--- config.mk ---
export PLATFORM = sky130hd
export DESIGN_NAME = video_write_fifo_flat
export DESIGN_NICKNAME = d
export VERILOG_FILES = /design/src/rtl/video_write_fifo_if.sv /design/src/rtl/video_write_fifo.sv /design/src/flat_wrapper.sv
export SDC_FILE = /design/constraint.sdc
export NUM_CORES = 1
export LEC_CHECK = 0
export BUFFER_PORTS_ARGS = -buffer_cell sky130_fd_sc_hd__buf_4
export CAP_MARGIN = 5
export CORE_MARGIN = 3
export CORE_UTILIZATION = 30
export CTS_CLUSTER_SIZE = 28
export DETAILED_ROUTE_END_ITERATION = 12
export HOLD_SLACK_MARGIN = 0.15
export PLACE_DENSITY = 0.54
export SYNTH_ARGS = -nofsm -noshare
export SYNTH_HDL_FRONTEND = slang
export SYNTH_SLANG_ARGS = --single-unit
--- constraint.sdc ---
create_clock -name Clock -period 3.2 [get_ports Clock]
set_input_delay 0.32 -clock Clock [delete_from_list [all_inputs] [get_ports Clock]]
set_output_delay 0.32 -clock Clock [all_outputs]
set_load 0.02 [all_outputs]
--- src/rtl/video_write_fifo_if.sv ---
// Write-request bus for the video write FIFO.
// Carries the producer side (the push request from the execute stage and the
// VGA column/row counters) and the consumer side (the video memory write
// port), together with the FIFO status flags.
//   master : environment side. Drives iPush/iAddress/iColor/iColumnCount/iRowCount
//            and observes the status flags and the write port.
//   slave  : FIFO side. The reverse directions.
interface video_write_fifo_if #(
  parameter int ADDR_WIDTH = 10,
  parameter int DATA_WIDTH = 3,
  parameter int DEPTH_LOG2 = 4
);
  logic                  iPush;
  logic [ADDR_WIDTH-1:0] iAddress;
  logic [DATA_WIDTH-1:0] iColor;
  logic [9:0]            iColumnCount;
  logic [9:0]            iRowCount;
  logic                  oFull;
  logic                  oEmpty;
  logic [DEPTH_LOG2:0]   oCount;
  logic                  oOverflow;
  logic                  oWriteEnable;
  logic [ADDR_WIDTH-1:0] oWriteAddress;
  logic [DATA_WIDTH-1:0] oWriteData;

  modport master (
    output iPush, iAddress, iColor, iColumnCount, iRowCount,
    input  oFull, oEmpty, oCount, oOverflow, oWriteEnable, oWriteAddress, oWriteData
  );

  modport slave (
    input  iPush, iAddress, iColor, iColumnCount, iRowCount,
    output oFull, oEmpty, oCount, oOverflow, oWriteEnable, oWriteAddress, oWriteData
  );
endinterface

--- src/rtl/video_write_fifo.sv ---
// Video write FIFO.
// Buffers WVM write requests (address + colour) and commits them to the video
// memory only while the VGA scan is in blanking, so a frame is never shown
// half-updated. One entry is drained per blanking cycle.
// Ports:
//   Clock - system clock, rising edge
//   Reset - synchronous, active-high; empties the FIFO and clears all outputs
//   bus   - video_write_fifo_if.slave: push request, VGA counters, status
//           flags (oFull/oEmpty/oCount/oOverflow) and the registered video
//           memory write port (oWriteEnable/oWriteAddress/oWriteData)
module video_write_fifo #(
  parameter int DEPTH_LOG2    = 4,
  parameter int ADDR_WIDTH    = 10,
  parameter int DATA_WIDTH    = 3,
  parameter int H_VISIBLE     = 640,
  parameter int V_VISIBLE     = 480,
  parameter int DRAIN_ANYTIME = 0
) (
  input  logic Clock,
  input  logic Reset,
  video_write_fifo_if.slave bus
);
  localparam int unsigned         DEPTH   = 1 << DEPTH_LOG2;
  localparam logic [DEPTH_LOG2:0] LP_FULL = (DEPTH_LOG2+1)'(DEPTH);
  localparam logic [9:0]          LP_H    = 10'(H_VISIBLE);
  localparam logic [9:0]          LP_V    = 10'(V_VISIBLE);

  logic [ADDR_WIDTH-1:0] r_mem_addr [DEPTH];
  logic [DATA_WIDTH-1:0] r_mem_data [DEPTH];
  logic [DEPTH_LOG2-1:0] r_wr_ptr;
  logic [DEPTH_LOG2-1:0] r_rd_ptr;
  logic [DEPTH_LOG2:0]   r_count;
  logic                  r_overflow;
  logic                  r_we;
  logic [ADDR_WIDTH-1:0] r_waddr;
  logic [DATA_WIDTH-1:0] r_wdata;

  logic w_full;
  logic w_empty;
  logic w_blank;
  logic w_pop;
  logic w_push_ok;
  logic w_drop;

  always_comb begin
    w_full    = (r_count == LP_FULL);
    w_empty   = (r_count == '0);
    w_blank   = (DRAIN_ANYTIME != 0) || (bus.iColumnCount >= LP_H) || (bus.iRowCount >= LP_V);
    w_pop     = !w_empty && w_blank;
    // A pop in the same cycle frees the slot, so a full FIFO can still accept.
    w_push_ok = bus.iPush && (!w_full || w_pop);
    w_drop    = bus.iPush && w_full && !w_pop;
  end

  // Storage has no reset; only entries behind the pointers are ever read.
  always_ff @(posedge Clock) begin
    if (w_push_ok) begin
      r_mem_addr[r_wr_ptr] <= bus.iAddress;
      r_mem_data[r_wr_ptr] <= bus.iColor;
    end
  end

  always_ff @(posedge Clock) begin
    if (Reset) begin
      r_wr_ptr   <= '0;
      r_rd_ptr   <= '0;
      r_count    <= '0;
      r_overflow <= 1'b0;
      r_we       <= 1'b0;
      r_waddr    <= '0;
      r_wdata    <= '0;
    end else begin
      if (w_push_ok) r_wr_ptr <= r_wr_ptr + 1'b1;
      if (w_pop) begin
        r_rd_ptr <= r_rd_ptr + 1'b1;
        r_waddr  <= r_mem_addr[r_rd_ptr];
        r_wdata  <= r_mem_data[r_rd_ptr];
      end
      r_we <= w_pop;
      case ({w_push_ok, w_pop})
        2'b10:   r_count <= r_count + 1'b1;
        2'b01:   r_count <= r_count - 1'b1;
        default: r_count <= r_count;
      endcase
      if (w_drop) r_overflow <= 1'b1;
    end
  end

  always_comb begin
    bus.oFull         = w_full;
    bus.oEmpty        = w_empty;
    bus.oCount        = r_count;
    bus.oOverflow     = r_overflow;
    bus.oWriteEnable  = r_we;
    bus.oWriteAddress = r_waddr;
    bus.oWriteData    = r_wdata;
  end
endmodule
--- src/flat_wrapper.sv ---
// flat-port wrapper written by rule: the top's interface ports become plain ports
module video_write_fifo_flat 
#(
  parameter int DEPTH_LOG2    = 4,
  parameter int ADDR_WIDTH    = 10,
  parameter int DATA_WIDTH    = 3,
  parameter int H_VISIBLE     = 640,
  parameter int V_VISIBLE     = 480,
  parameter int DRAIN_ANYTIME = 0
)
  (Clock, Reset, bus_iPush, bus_iAddress, bus_iColor, bus_iColumnCount, bus_iRowCount, bus_oFull, bus_oEmpty, bus_oCount, bus_oOverflow, bus_oWriteEnable, bus_oWriteAddress, bus_oWriteData);
  video_write_fifo_if #(.ADDR_WIDTH(ADDR_WIDTH), .DATA_WIDTH(DATA_WIDTH), .DEPTH_LOG2(DEPTH_LOG2)) bus_i ();
  input  logic Clock;
  input  logic Reset;
  input wire logic [$bits(bus_i.iPush)-1:0] bus_iPush;
  input wire logic [$bits(bus_i.iAddress)-1:0] bus_iAddress;
  input wire logic [$bits(bus_i.iColor)-1:0] bus_iColor;
  input wire logic [$bits(bus_i.iColumnCount)-1:0] bus_iColumnCount;
  input wire logic [$bits(bus_i.iRowCount)-1:0] bus_iRowCount;
  output wire logic [$bits(bus_i.oFull)-1:0] bus_oFull;
  output wire logic [$bits(bus_i.oEmpty)-1:0] bus_oEmpty;
  output wire logic [$bits(bus_i.oCount)-1:0] bus_oCount;
  output wire logic [$bits(bus_i.oOverflow)-1:0] bus_oOverflow;
  output wire logic [$bits(bus_i.oWriteEnable)-1:0] bus_oWriteEnable;
  output wire logic [$bits(bus_i.oWriteAddress)-1:0] bus_oWriteAddress;
  output wire logic [$bits(bus_i.oWriteData)-1:0] bus_oWriteData;
  assign bus_i.iPush = bus_iPush;
  assign bus_i.iAddress = bus_iAddress;
  assign bus_i.iColor = bus_iColor;
  assign bus_i.iColumnCount = bus_iColumnCount;
  assign bus_i.iRowCount = bus_iRowCount;
  assign bus_oFull = bus_i.oFull;
  assign bus_oEmpty = bus_i.oEmpty;
  assign bus_oCount = bus_i.oCount;
  assign bus_oOverflow = bus_i.oOverflow;
  assign bus_oWriteEnable = bus_i.oWriteEnable;
  assign bus_oWriteAddress = bus_i.oWriteAddress;
  assign bus_oWriteData = bus_i.oWriteData;
  video_write_fifo #(.DEPTH_LOG2(DEPTH_LOG2), .ADDR_WIDTH(ADDR_WIDTH), .DATA_WIDTH(DATA_WIDTH), .H_VISIBLE(H_VISIBLE), .V_VISIBLE(V_VISIBLE), .DRAIN_ANYTIME(DRAIN_ANYTIME)) u_core (.Clock(Clock), .Reset(Reset), .bus(bus_i));
endmodule
==> results.md <==
- Starting DRT DRC Count: about 320
- Crit path cell chain: or4_4, o2bb2ai_4, inv_2, ha_1, ha_1, nor2b_1, o21ai_0, a21oi_1, or4_1, a21oi_1
- Maximum clock frequency: between 0.3 and 0.4 GHz
- Synthesized cell area: 0.00926 mm²
- Final setup TNS: 0 ps
- Io pins: slightly below 60
- Max IR drop VDD: 0.000519 V
- CP Max Fanout: 6
- Site Rows: 63
- Crit path required time: between 3000 and 4000 ps
- Internal power: 6180 µW
- Largest net degree at the start of global routing: 36
- Register area share after synthesis: around three quarters
- Largest family of logic cells by synthesized area: multiplexers
- Syn Inst Count: between 400 and 500
- Clock Power Share: between 30% and 40%
- Measured slew at the worst slew-check pin: between 700 and 800 ps
- Status: completed
- Starting Density: 30.8%
- Total of max-cap violations: 0
- Post-synthesis simple-gate area fraction: approximately 3.6%
- Final ANT Viol Nets: 0
- Top-count cell post-synth: edfxtp_1
- GRT Total Usage: approximately an eighth
- Clk buf depth: 3
- Ratio of cells with drive above 1 in the final layout: 31.1%
- GPL Wtd Cong: 0.755
- Post-route DRC: 0
- Global Route met2 Usage: 20.7%
- Fin util: between 30% and 40%
- H-tree levels: 1
- Top cells by count, synth: edfxtp_1, mux4_2, nor2_1
- Xor and xnor area share after synthesis: less than 1%
- Synth Area in Compound Gates: under 10%
- Net switching power: between 2000 and 2500 µW
- Total power draw: 8400 µW
- Die area: about 0.033 mm²
- Combinational power share: 20.6%
- Final setup vio count: 0
- Largest stage delay, worst path: 580 ps
- Crit path DAT: between 3000 and 4000 ps
- Syn_area_per_cell: 19.4 µm²
- RSZ-0062 raised after global routing: false
- Worst Hold Class: input port to register
- Via-to-Cell Ratio: just under 5
- Post-route setup slack: around 240 ps
- Hpwl dp: ~13000 µm
- Switching Fraction: 26.5%
- Hold Violations, Final: 0
- Synth async-reset ratio: 0%
- DR pass1 iterations: 4
- Leakage power: between 0.003 and 0.004 µW
- Ys Warns: 0
- Relative slew slack: 47.5%
- Gr busiest metal: met2
- Via count: about 4700
- DR WL/cell: about 21 µm
- Ant. Diodes: 0
- Area leader, netlist: edfxtp_1
- Syn Nets: about 520
- Root Buffer: clkbuf_16
- Cell variety after synth: 42
- Final period utilization: 92.5%
- Mux cell area share after synthesis: about an eighth
- Grt ovf: 0
- DRT Wirelength: slightly above 20000 µm
- Met3 Use GR: 2.20%
- Global-route wire length before repair: 31400 µm
- Die width: around 180 µm
- Yosys reg bits: ~240
- Share of the synthesized area in the top cell type: about two thirds
- Clock sink count: between 200 and 250
- Number of global-route vias before repair: a little under 5000
- Port buffer count: 45
- Worst-skew pair later-pin latency: about 520 ps
- Sequential share of power: 44.4%
- Total CTS buffers: 25
- Startpoint types: register
- Tmin final: about 3000 ps
- CP Class: register to register
- Pre-CTS WS: 159 ps
- Most used flip-flop cell after synthesis: edfxtp_1
- CTS clk-pin slew, worst paths: around 60 ps
- Synth top area cells: edfxtp_1, mux4_2, dfxtp_1
- Initial antenna violation count: 0
- Crit-path slowest cell: or4_4
- Post-CTS Setup Repair Bufs: 0
- Fin. max-slew vios: 0
- Met1 usage: 16.8%
- Core ar.: between 0.03 and 0.04 mm²
- EDFF count, synth: around 210
- CTS tree: built
- Die Ht: roughly 180 µm
- Area grow syn2layout: 21.1%
- Power Dens Cells: 750 mW/mm²
- CP endpoint kind: register
- Nets: just over 600
- Max Clock Skew: between 20 and 25 ps
- Number of fill cells in the layout: approximately 2700
- Synth Area in Adders: ~1.4%
## kinds of logic (layout without fill, tap and decap cells)
family | Yosys count | count (layout)
fa+ha+maj | 10 | 10
xor+xnor | 7 | 7
mux | 53 | 53
buf+inv | 34 | 147
compound gates | 69 | 69
simple gates | 69 | 69
flops | 236 | 236
## sequential cells by signal, indices dropped and copies added, names as in the netlist
signal / cells
u_core.bus.oCount: 5
u_core.r_wr_ptr: 4
u_core.bus.oWriteAddress: 10
u_core.r_mem_data: 48
u_core.bus.oWriteEnable: 1
u_core.r_mem_addr: 160
u_core.bus.oWriteData: 3
u_core.bus.oOverflow: 1
u_core.r_rd_ptr: 4
## critical path, delay by kind of cell, from the launching register on
| kind | cells | cell delay [ps] |
|---|---|---|
| buf+inv | 1 | 70 |
| compound gates | 4 | 650 |
| flops | 1 | 370 |
| fa+ha+maj | 2 | 560 |
| simple gates | 3 | 1220 |
## stage by stage
stage / hold slack (ps) / instances / area, µm²
global placement: 467 / 922 / 10200
CTS: 203 / 981 / 11200
floorplan: 419 / 478 / 9260
finish: 222 / 981 / 11200
global route: 224 / 981 / 11200
detailed placement: 493 / 922 / 10200
## area by class of cell
| class | count | area [µm²] | area share [%] |
|---|---|---|---|
| clock buffer | 33 | 686 | 6.12 |
| multi-input combinational | 208 | 2260 | 20.2 |
| timing repair buffer | 93 | 771 | 6.87 |
| sequential | 236 | 6810 | 60.8 |
| tap | 390 | 488 | 4.35 |
| clock inverter | 12 | 160 | 1.43 |
| inverter | 9 | 33.8 | 0.301 |
## per-layer routing
layer / up-vias / part of all wire (%)
li1: 2126 / -
met4: 0 / 2.9
met3: 38 / 4.9
met5: - / 0
met2: 127 / 49
met1: 2433 / 43
## power groups by stage
stage	sequential (µW)	clock, µW	combinational [µW]
6_report	3730	2940	1730
3_3_place_gp	3800	0	1710
2_1_floorplan	3790	0	1230
4_1_cts	3740	3020	1760
5_1_grt	3770	3130	1900
3_5_place_dp	3800	0	1740
## repair_timing
item / CTS / global route
hold buffers: 14 / 0
hold endpoints to repair: 209 / 0
gates resized for setup: 0 / 0
endpoints found under the setup margin: 0 / 0
## worst paths after layout
| check | startpoint | end | slack, ps | cells after the start |
|---|---|---|---|---|
| max | u_core.bus.oCount[0] | u_core.bus.oCount[4] | 240 | 10 |
| min reg2reg | u_core.bus.oWriteAddress[5] | u_core.bus.oWriteAddress[5] | 500 | 2 |
| min | Reset | u_core.bus.oOverflow | 220 | 2 |
| max reg2reg | u_core.bus.oCount[0] | u_core.bus.oCount[4] | 240 | 10 |
## cell usage in the layout, fill, tap and decap left out, types with 5 or more instances in the layout
master / synthesis / routed
dfxtp_1: 28 / 26
dlygate4sd3_1: 0 / 14
clkbuf_1: 10 / 5
a21oi_2: 9 / 9
inv_1: 8 / 8
a22oi_1: 26 / 26
mux4_1: 12 / 12
clkbuf_16: 0 / 25
buf_4: 3 / 76
nand2_1: 8 / 8
nor2_1: 32 / 32
edfxtp_1: 208 / 208
mux4_2: 40 / 40
ha_1: 9 / 9
a21oi_1: 25 / 25
nor2_2: 9 / 9
(Power assumes the default switching activity.)
